File: src/rtl/flags_stack_unit_pkg.sv
// Shared CPU definitions: architectural flag bit positions.
package cpu_pkg;
  localparam int FLAG_ZF        = 0;
  localparam int FLAG_NF        = 1;
  localparam int FLAG_OF        = 2;
  localparam int FLAG_CF        = 3;
  localparam int FLAG_MIN_WIDTH = 4;
endpackage

File: src/rtl/flags_stack_unit_if.sv
// Bus between the ALU/control side (master) and the flag unit (slave).
interface flags_stack_unit_if #(
  parameter int WIDTH = 4,
  parameter int DEPTH = 4
);
  localparam int CW = $clog2(DEPTH + 1);

  logic [WIDTH-1:0] FLAGS_IN;
  logic             FWE;
  logic [WIDTH-1:0] FMASK;
  logic             PUSH;
  logic             POP;
  logic             ERR_CLR;
  logic [WIDTH-1:0] FLAGS_OUT;
  logic             ZF, NF, OF, CF;
  logic [CW-1:0]    STK_CNT;
  logic             STK_FULL;
  logic             STK_EMPTY;
  logic             STK_ERR;

  modport master (
    output FLAGS_IN, FWE, FMASK, PUSH, POP, ERR_CLR,
    input  FLAGS_OUT, ZF, NF, OF, CF, STK_CNT, STK_FULL, STK_EMPTY, STK_ERR
  );

  modport slave (
    input  FLAGS_IN, FWE, FMASK, PUSH, POP, ERR_CLR,
    output FLAGS_OUT, ZF, NF, OF, CF, STK_CNT, STK_FULL, STK_EMPTY, STK_ERR
  );
endinterface

File: src/rtl/flags_stack_unit_lifo.sv
// Save stack for flag snapshots: storage, occupancy count, error pulse.
// Callers must not assert push and pop together; the top resolves that case.
module flag_stack_lifo #(
  parameter int WIDTH = 4,
  parameter int DEPTH = 4
) (
  input  logic                         clk,
  input  logic                         rst,
  input  logic                         push,
  input  logic                         pop,
  input  logic [WIDTH-1:0]             din,
  output logic [WIDTH-1:0]             dout,
  output logic [$clog2(DEPTH+1)-1:0]   cnt,
  output logic                         full,
  output logic                         empty,
  output logic                         err
);
  localparam int CW = $clog2(DEPTH + 1);
  localparam int AW = (DEPTH > 1) ? $clog2(DEPTH) : 1;

  logic [CW-1:0]    cnt_q, cnt_d;
  logic [CW-1:0]    rd_cnt;
  logic [AW-1:0]    wr_idx, rd_idx;
  logic             do_push, do_pop;
  logic [WIDTH-1:0] mem_q [DEPTH];

  assign full    = (cnt_q == CW'(DEPTH));
  assign empty   = (cnt_q == '0);
  assign do_push = push & ~full;
  assign do_pop  = pop & ~empty;
  assign err     = (push & full) | (pop & empty);
  assign rd_cnt  = cnt_q - CW'(1);
  assign wr_idx  = cnt_q[AW-1:0];
  assign rd_idx  = rd_cnt[AW-1:0];
  assign dout    = mem_q[rd_idx];
  assign cnt     = cnt_q;

  // Occupancy: saturating up/down count, never wraps.
  always_comb begin
    cnt_d = cnt_q;
    if (do_push)     cnt_d = cnt_q + CW'(1);
    else if (do_pop) cnt_d = rd_cnt;
  end

  // Count register; stack contents are don't-care after reset.
  always_ff @(posedge clk or posedge rst) begin
    if (rst) cnt_q <= '0;
    else     cnt_q <= cnt_d;
  end

  // Storage write at the current top-of-stack slot.
  always_ff @(posedge clk) begin
    if (do_push) mem_q[wr_idx] <= din;
  end
endmodule

File: src/rtl/flags_stack_unit.sv
// Live CPU status-flag register with masked update and interrupt save/restore.
module flags_stack_unit
  import cpu_pkg::*;
#(
  parameter int              WIDTH     = 4,
  parameter int              DEPTH     = 4,
  parameter logic [WIDTH-1:0] RESET_VAL = '0
) (
  input logic               CLK,
  input logic               RESET,
  flags_stack_unit_if.slave bus
);
  localparam int CW = $clog2(DEPTH + 1);

  logic [WIDTH-1:0] flags_q, flags_d;
  logic             err_q, err_d;
  logic             push_req, pop_req;
  logic [WIDTH-1:0] top_val;
  logic [CW-1:0]    cnt;
  logic             full, empty, err_pulse;
  logic             do_restore;

  // Simultaneous push and pop cancel out: stack untouched, no error.
  assign push_req   = bus.PUSH & ~bus.POP;
  assign pop_req    = bus.POP & ~bus.PUSH;
  assign do_restore = pop_req & ~empty;

  flag_stack_lifo #(.WIDTH(WIDTH), .DEPTH(DEPTH)) u_lifo (
    .clk   (CLK),
    .rst   (RESET),
    .push  (push_req),
    .pop   (pop_req),
    .din   (flags_q),
    .dout  (top_val),
    .cnt   (cnt),
    .full  (full),
    .empty (empty),
    .err   (err_pulse)
  );

  // Live flags: a successful restore wins over the ALU write; otherwise masked merge.
  always_comb begin
    flags_d = flags_q;
    if (do_restore)   flags_d = top_val;
    else if (bus.FWE) flags_d = (flags_q & ~bus.FMASK) | (bus.FLAGS_IN & bus.FMASK);
  end

  // Sticky stack error: a new error beats a same-cycle clear.
  always_comb begin
    err_d = err_q;
    if (err_pulse)        err_d = 1'b1;
    else if (bus.ERR_CLR) err_d = 1'b0;
  end

  // State registers.
  always_ff @(posedge CLK or posedge RESET) begin
    if (RESET) begin
      flags_q <= RESET_VAL;
      err_q   <= 1'b0;
    end else begin
      flags_q <= flags_d;
      err_q   <= err_d;
    end
  end

  assign bus.FLAGS_OUT = flags_q;
  assign bus.ZF        = flags_q[FLAG_ZF];
  assign bus.NF        = flags_q[FLAG_NF];
  assign bus.OF        = flags_q[FLAG_OF];
  assign bus.CF        = flags_q[FLAG_CF];
  assign bus.STK_CNT   = cnt;
  assign bus.STK_FULL  = full;
  assign bus.STK_EMPTY = empty;
  assign bus.STK_ERR   = err_q;
endmodule

File: src/flat_wrapper.sv
// flat-port wrapper written by rule: the top's interface ports become plain ports
module flags_stack_unit_flat import cpu_pkg::*;
#(
  parameter int              WIDTH     = 4,
  parameter int              DEPTH     = 4,
  parameter logic [WIDTH-1:0] RESET_VAL = '0
)
  (CLK, RESET, bus_FLAGS_IN, bus_FWE, bus_FMASK, bus_PUSH, bus_POP, bus_ERR_CLR, bus_FLAGS_OUT, bus_ZF, bus_NF, bus_OF, bus_CF, bus_STK_CNT, bus_STK_FULL, bus_STK_EMPTY, bus_STK_ERR);
  flags_stack_unit_if #(.WIDTH(WIDTH), .DEPTH(DEPTH)) bus_i ();
  input logic CLK;
  input logic RESET;
  input wire logic [$bits(bus_i.FLAGS_IN)-1:0] bus_FLAGS_IN;
  input wire logic [$bits(bus_i.FWE)-1:0] bus_FWE;
  input wire logic [$bits(bus_i.FMASK)-1:0] bus_FMASK;
  input wire logic [$bits(bus_i.PUSH)-1:0] bus_PUSH;
  input wire logic [$bits(bus_i.POP)-1:0] bus_POP;
  input wire logic [$bits(bus_i.ERR_CLR)-1:0] bus_ERR_CLR;
  output wire logic [$bits(bus_i.FLAGS_OUT)-1:0] bus_FLAGS_OUT;
  output wire logic [$bits(bus_i.ZF)-1:0] bus_ZF;
  output wire logic [$bits(bus_i.NF)-1:0] bus_NF;
  output wire logic [$bits(bus_i.OF)-1:0] bus_OF;
  output wire logic [$bits(bus_i.CF)-1:0] bus_CF;
  output wire logic [$bits(bus_i.STK_CNT)-1:0] bus_STK_CNT;
  output wire logic [$bits(bus_i.STK_FULL)-1:0] bus_STK_FULL;
  output wire logic [$bits(bus_i.STK_EMPTY)-1:0] bus_STK_EMPTY;
  output wire logic [$bits(bus_i.STK_ERR)-1:0] bus_STK_ERR;
  assign bus_i.FLAGS_IN = bus_FLAGS_IN;
  assign bus_i.FWE = bus_FWE;
  assign bus_i.FMASK = bus_FMASK;
  assign bus_i.PUSH = bus_PUSH;
  assign bus_i.POP = bus_POP;
  assign bus_i.ERR_CLR = bus_ERR_CLR;
  assign bus_FLAGS_OUT = bus_i.FLAGS_OUT;
  assign bus_ZF = bus_i.ZF;
  assign bus_NF = bus_i.NF;
  assign bus_OF = bus_i.OF;
  assign bus_CF = bus_i.CF;
  assign bus_STK_CNT = bus_i.STK_CNT;
  assign bus_STK_FULL = bus_i.STK_FULL;
  assign bus_STK_EMPTY = bus_i.STK_EMPTY;
  assign bus_STK_ERR = bus_i.STK_ERR;
  flags_stack_unit #(.WIDTH(WIDTH), .DEPTH(DEPTH), .RESET_VAL(RESET_VAL)) u_core (.CLK(CLK), .RESET(RESET), .bus(bus_i));
endmodule
File: config.mk
export PLATFORM = sky130hd
export DESIGN_NAME = flags_stack_unit_flat
export DESIGN_NICKNAME = d
export VERILOG_FILES = /design/src/rtl/flags_stack_unit_pkg.sv /design/src/rtl/flags_stack_unit_if.sv /design/src/rtl/flags_stack_unit_lifo.sv /design/src/rtl/flags_stack_unit.sv /design/src/flat_wrapper.sv
export SDC_FILE = /design/constraint.sdc
export NUM_CORES = 1
export LEC_CHECK = 0
export ABC_AREA = 1
export BUFFER_PORTS_ARGS = -buffer_cell sky130_fd_sc_hd__buf_2
export CAP_MARGIN = 20
export CELL_PAD_IN_SITES_DETAIL_PLACEMENT = 0
export CELL_PAD_IN_SITES_GLOBAL_PLACEMENT = 1
export CORE_ASPECT_RATIO = 0.9
export CORE_MARGIN = 2
export CORE_UTILIZATION = 30
export DETAILED_ROUTE_END_ITERATION = 16
export PLACE_DENSITY = 0.75
export SLEW_MARGIN = 25
export SYNTH_ARGS = -nofsm -noshare
export SYNTH_HDL_FRONTEND = slang
export SYNTH_SLANG_ARGS = --single-unit
File: constraint.sdc
create_clock -name CLK -period 1.68 [get_ports CLK]
set_clock_uncertainty 0.1 [all_clocks]
set_input_delay 0.168 -clock CLK [delete_from_list [all_inputs] [get_ports CLK]]
set_output_delay 0.168 -clock CLK [all_outputs]
set_load 0.05 [all_outputs]
== After elaboration in Yosys (flattened, before gate mapping) ==
Memory sizes are Yosys's and may differ from the RTL's.
Cells that the tools add are included.

* Output and inout port bits: 14
* Logic and storage cells: 34
* Bits in latches: 0
* RAM bits: 16
* Memories: 1
* Input port bits: 14
* Register bits after elaboration: 8
* ROM bits: 0

* Mux-type cells: 8
* Divide/modulo/power cells: 0
* Reductions and logical operators: 4
* $lt $le $gt $ge: 0
* Bitwise gates (word level): 15
* Shift-type cells: 0
* Multiply operators: 0
* Add/subtract/negate cells: 2
* Eq/ne operators: 1

{| class="wikitable"
|+ Memory list
! name !! depth !! bits a word !! rd ports !! clocked after memory_dff !! wr ports !! RTL line !! text
|-
| u_core.u_lifo.mem_q || 4 || 4 || 1 || 0 || 1 || flags_stack_unit_lifo.sv:25 || <nowiki>logic [WIDTH-1:0] mem_q [DEPTH];</nowiki>
|}

{| class="wikitable"
|+ Operators with widths
! cell !! count
|-
| 4-bit bitwise AND || 2
|-
| 4-bit 2-to-1 mux || 2
|-
| 1-bit bitwise AND || 6
|-
| 3-bit 2-to-1 mux || 2
|-
| 2-bit nonzero test || 3
|-
| 1-bit 2-to-1 mux || 4
|-
| 1-bit inverter || 4
|-
| 4-bit inverter || 1
|-
| 4-bit bitwise OR || 1
|-
| 3-bit by 1-bit adder with 3-bit output (second input constant) || 1
|-
| 3-bit equality test (second input constant) || 1
|-
| 3-bit zero test || 1
|-
| 3-bit by 1-bit subtractor with 3-bit output (second input constant) || 1
|-
| 1-bit bitwise OR || 1
|}

== Logic depth before layout (Yosys ltp) ==
* Word-level depth: 5
* Depth in mapped cells: 10
* Mapped depth without buffers: 9

== Hierarchy ==
Synthesis repeated with hierarchy kept, for this count alone.

* Cells, all modules: 143
* Area total of the unflattened synthesis: 1296.2 um^2

{| class="wikitable"
|+ Modules (own cells, without submodules)
! module !! cells each !! area an instance (um^2) !! times used
|-
| flag_stack_lifo || 96 || 954.7 || 1
|-
| flags_stack_unit || 47 || 341.6 || 1
|}

== Worst setup path after synthesis ==
No wires, ideal clock.

* Path kind: register to register
* From: register u_core.u_lifo.cnt_q[0], in the netlist u_core.u_lifo.cnt[0]
* To: register u_core.u_lifo.cnt_q[0], in the netlist u_core.u_lifo.cnt[0]
* Buffers on the path: 1
* Data arrival time: 2.048 ns
* Path slack: -0.590 ns
* Data required time: 1.459 ns
* Cell stages (with the launch flop): 8
* Cells stage by stage: dfrtp_1 buf_6 inv_4 ha_1 ha_1 nand3b_4 nand2_2 xor2_2

* Word-level cells in the longest chain between the ends: 4
* Elaborated cells on any way between the ends: 11
* Classes of those cells: 2 x add/sub; 1 x eq/ne; 2 x mux; 4 x bitwise; 2 x reduce/logical

{| class="wikitable"
|+ RTL lines
! what !! RTL line !! text
|-
| start: declaration || flags_stack_unit_lifo.sv:21 || <nowiki>logic [CW-1:0] cnt_q, cnt_d;</nowiki>
|-
| start signal: assignment || flags_stack_unit_lifo.sv:48 || <nowiki>else cnt_q <= cnt_d;</nowiki>
|-
| 3-bit zero test || flags_stack_unit_lifo.sv:28 || <nowiki>assign empty = (cnt_q == '0);</nowiki>
|-
| via bus_STK_EMPTY || flat_wrapper.sv:25 || <nowiki>output wire logic [$bits(bus_i.STK_EMPTY)-1:0] bus_STK_EMPTY;</nowiki>
|-
| 1-bit inverter || flags_stack_unit_lifo.sv:30 || <nowiki>assign do_pop = pop & ~empty;</nowiki>
|-
| 1-bit bitwise AND || flags_stack_unit_lifo.sv:30 ||
|-
| 2-bit nonzero test (no line) || - ||
|}

The timed path passes the listed nets, and every way through them passes these cells. The select of a mux whose other input is x is not followed.
A chain may end at the register's enable or synchronous reset.

== Final worst setup path ==
* From: register u_core.u_lifo.cnt_q[1], in the netlist u_core.u_lifo.cnt[1]
* To: output bus_STK_FULL

* Word-level cells in the longest chain between the ends: 1

{| class="wikitable"
|+ RTL lines
! what !! RTL line !! text
|-
| 3-bit equality test || flags_stack_unit_lifo.sv:27 || <nowiki>assign full = (cnt_q == CW'(DEPTH));</nowiki>
|-
| end: declaration || flat_wrapper.sv:24 || <nowiki>output wire logic [$bits(bus_i.STK_FULL)-1:0] bus_STK_FULL;</nowiki>
|}

No other way between the ends.

==> impl_results.rst <==
.. list-table::
   :header-rows: 1

   * - Metric
     - Value
   * - DRC violations left
     - 0
   * - Signed area change from the synthesized netlist to the final layout
     - 26.6%
   * - Area share of the largest cell type after synthesis
     - 0.380
   * - Clock transition at path regs
     - 90 ps
   * - Area of the core region
     - 0.00407 mm²
   * - Pin count of the biggest net entering global routing
     - 15
   * - Buffer cell driving the clock tree root
     - sky130_fd_sc_hd__clkbuf_8
   * - # port buffers
     - 27
   * - Reg area
     - between 600 and 700 µm²
   * - Power density relative to cell area
     - roughly 2100 mW/mm²
   * - Worst hold path class
     - in2reg
   * - Arrival @ worst endpoint
     - about 1300 ps
   * - Nets in the synthesized netlist
     - 160
   * - Routability congestion estimate from global placement
     - 0.816
   * - Transition time at the pin with the least slew margin
     - about 340 ps
   * - # Max-Cap Violations
     - 0
   * - Setup repair after global routing missed its margin
     - no
   * - Syn Inst Count
     - 140
   * - P_leak
     - around 0.78 nW
   * - Die X-Extent
     - around 72 µm
   * - Die Area
     - about 0.0047 mm²
   * - Aggregate global routing overflow
     - 0
   * - Initial detailed-routing violation count
     - 7
   * - H-tree lvl count
     - 1
   * - Final number of max-transition violations
     - 0
   * - Source-to-sink clock delay at the later pin of the worst-skew pair
     - approximately 260 ps
   * - Number of nets in the finished design
     - between 150 and 200
   * - Vias
     - around 930
   * - Top area cells in the synthesized netlist
     - sky130_fd_sc_hd__edfxtp_1 38%, sky130_fd_sc_hd__nand2_1 16%, sky130_fd_sc_hd__dfrtp_1 16%
   * - Top Ports
     - 28
   * - Clock tree buffer depth
     - 2
   * - Summed instance area of the synthesized netlist
     - about 0.0013 mm²
   * - Count of nets left with antenna violations after detail routing
     - 0
   * - Required @ worst endpoint
     - between 1000 and 1500 ps
   * - Avg Synthesized Cell Area
     - approximately 9 µm²
   * - Achievable Freq
     - 628 MHz
   * - Total of fill cells in the finished design
     - 422
   * - Final critical delay including setup and external delays
     - between 1500 and 2000 ps
   * - Ys Warns
     - 0
   * - Wirelength, routed
     - 2.75 mm
   * - Global-route usage over all layers
     - 0.131
   * - Vias per inst
     - 4.30
   * - Detailed Place HPWL
     - a little over 2 mm
   * - Finished layout cell area
     - about 0.0016 mm²
   * - Netlist cell types
     - 17
   * - Initial antenna violation count
     - 0
   * - Number of failing hold endpoints at the final stage
     - 0
   * - Cell type contributing the most total cell area after synthesis
     - sky130_fd_sc_hd__edfxtp_1
   * - Worst reg-to-reg path cell count
     - 5
   * - Crit. End Element
     - output pin
   * - Number of failing setup endpoints in the final timing report
     - 0
   * - Layout cells sized above 1
     - 0.315
   * - Clk sink count
     - 24
   * - Run status
     - complete, no violations
   * - Number of global-route vias before repair
     - roughly 980
   * - Standard cell area after detailed placement
     - 0.00151 mm²
   * - Maximum fanout along the worst path
     - 5
   * - Worst ir drop on vdd
     - 0.000989 V
   * - Share of the yosys chip area belonging to registers
     - 0.539
   * - TritonCTS buffer count
     - 3
   * - Most frequent cells in the layout
     - 55 x sky130_fd_sc_hd__nand2_1, 25 x sky130_fd_sc_hd__buf_2, 21 x sky130_fd_sc_hd__inv_1
   * - Count of antenna diodes in the layout
     - 0
   * - Average wire per cell in the routed design
     - 12.7 µm
   * - Cell depth of the worst min-delay path
     - 2
   * - Wire length of the first global-routing pass
     - roughly 4.7 mm
   * - Seq cells post-synth
     - 24
   * - Area used by multi-input combinational logic
     - a little over 500 µm²
   * - Router iterations before antenna repair
     - 3
   * - Worst relative slew slack
     - 0.773
   * - WHS
     - a little over 40 ps
   * - Share of the clock period used by the worst path after layout
     - 0.947
   * - Floorplan die height
     - between 60 and 70 µm
   * - Crit path launch type
     - register
   * - Initial standard-cell utilization of the core
     - 0.310
   * - TritonCTS clock tree
     - built
   * - Most frequent standard cell in the layout excluding fill and tap cells
     - sky130_fd_sc_hd__nand2_1
   * - Number of cell rows
     - 22
   * - Critical setup path kind
     - reg2out
[logic make-up (layout without fill, tap and decap cells)]
family                     Yosys count  in the layout  share of synthesized area
adders and majority gates            6              6                     0.0594
AOI/OAI and AO/OA                    5              5                     0.0307
and+or+nand+nor                     72             72                      0.244
xor gates and xnor gates             1              1                     0.0129
buffers and inverters               32             60                      0.115
DFF                                 24             24                      0.539
[cell type report]
cell class,count,share of cell area
sequential,24,0.427
multi-input combinational,84,0.322
timing repair buffer,29,0.0985
inverter,27,0.0704
tap,48,0.0375
clock buffer,3,0.0258
clock inverter,1,0.0188
[timing repair]
item | CTS | global route
hold buffers | 1 | 0
cloned | 0 | 0
resized for setup | 2 | 1
setup endpoints to repair | 2 | 3
endpoints found under the hold margin | 8 | 0
setup buffers | 0 | 0
[metrics by stage]
stage	std cells	power, W	utilization	setup TNS, ps	setup slack, ps
after floorplan	140	0.00250	-	-1610	-146
after global placement	211	0.00284	0.372	0	139
after detailed placement	211	0.00286	0.372	0	88.9
after CTS	216	0.00338	0.393	0	17.6
after global routing	216	0.00357	0.393	0	37.4
final	216	0.00335	0.393	0	88.8
[report_power, final]
| group | leakage [nW] | internal, W | switching (W) |
|---|---|---|---|
| Sequential | 0.240 | 0.000843 | 0.000190 |
| Clock | 0.0357 | 0.000318 | 0.000181 |
| Combinational | 0.509 | 0.000533 | 0.00129 |
[worst max-delay path: stages (launching register included)]
cell and delay [ps]:
sky130_fd_sc_hd__dfrtp_2 450, sky130_fd_sc_hd__inv_2 120, sky130_fd_sc_hd__ha_4 150, sky130_fd_sc_hd__nand2_4 70, sky130_fd_sc_hd__clkinvlp_4 90, sky130_fd_sc_hd__buf_4 190
[synth_stat cells]
library cell and number:
sky130_fd_sc_hd__nand3_2 1, sky130_fd_sc_hd__inv_2 3, sky130_fd_sc_hd__nand3_1 8, sky130_fd_sc_hd__buf_4 4, sky130_fd_sc_hd__nor2_1 5, sky130_fd_sc_hd__nand3b_4 1, sky130_fd_sc_hd__buf_6 1, sky130_fd_sc_hd__ha_1 6
sky130_fd_sc_hd__xor2_2 1, sky130_fd_sc_hd__inv_4 1, sky130_fd_sc_hd__dfrtp_1 8, sky130_fd_sc_hd__edfxtp_1 16, sky130_fd_sc_hd__nand2_2 2, sky130_fd_sc_hd__nand2_1 55, sky130_fd_sc_hd__o221ai_1 1, sky130_fd_sc_hd__o211ai_1 4
sky130_fd_sc_hd__inv_1 23
[metal layers]
metal | up-vias | global-route usage | routed length [µm]
met3 | 2 | 0.00920 | 60
met2 | 17 | 0.226 | 1320
met1 | 424 | 0.170 | 1330
li1 | 485 | - | -
met4 | 0 | 0.0556 | 40
met5 | - | 0 | 0
[path summary, 6_finish.rpt]
kind	start	endpoint	slack, ps
min reg2reg	u_core.bus.STK_ERR	u_core.bus.STK_ERR	490
min in group asynchronous	RESET	u_core.u_lifo.cnt[2]	300
max in group asynchronous	RESET	u_core.u_lifo.cnt[1]	910
min	bus_ERR_CLR	u_core.bus.STK_ERR	40
max reg2reg	u_core.u_lifo.cnt[0]	u_core.u_lifo.mem_q[3][3]	110
max	u_core.u_lifo.cnt[1]	bus_STK_FULL	90
No activity file was read; power rests on OpenSTA's default activity.
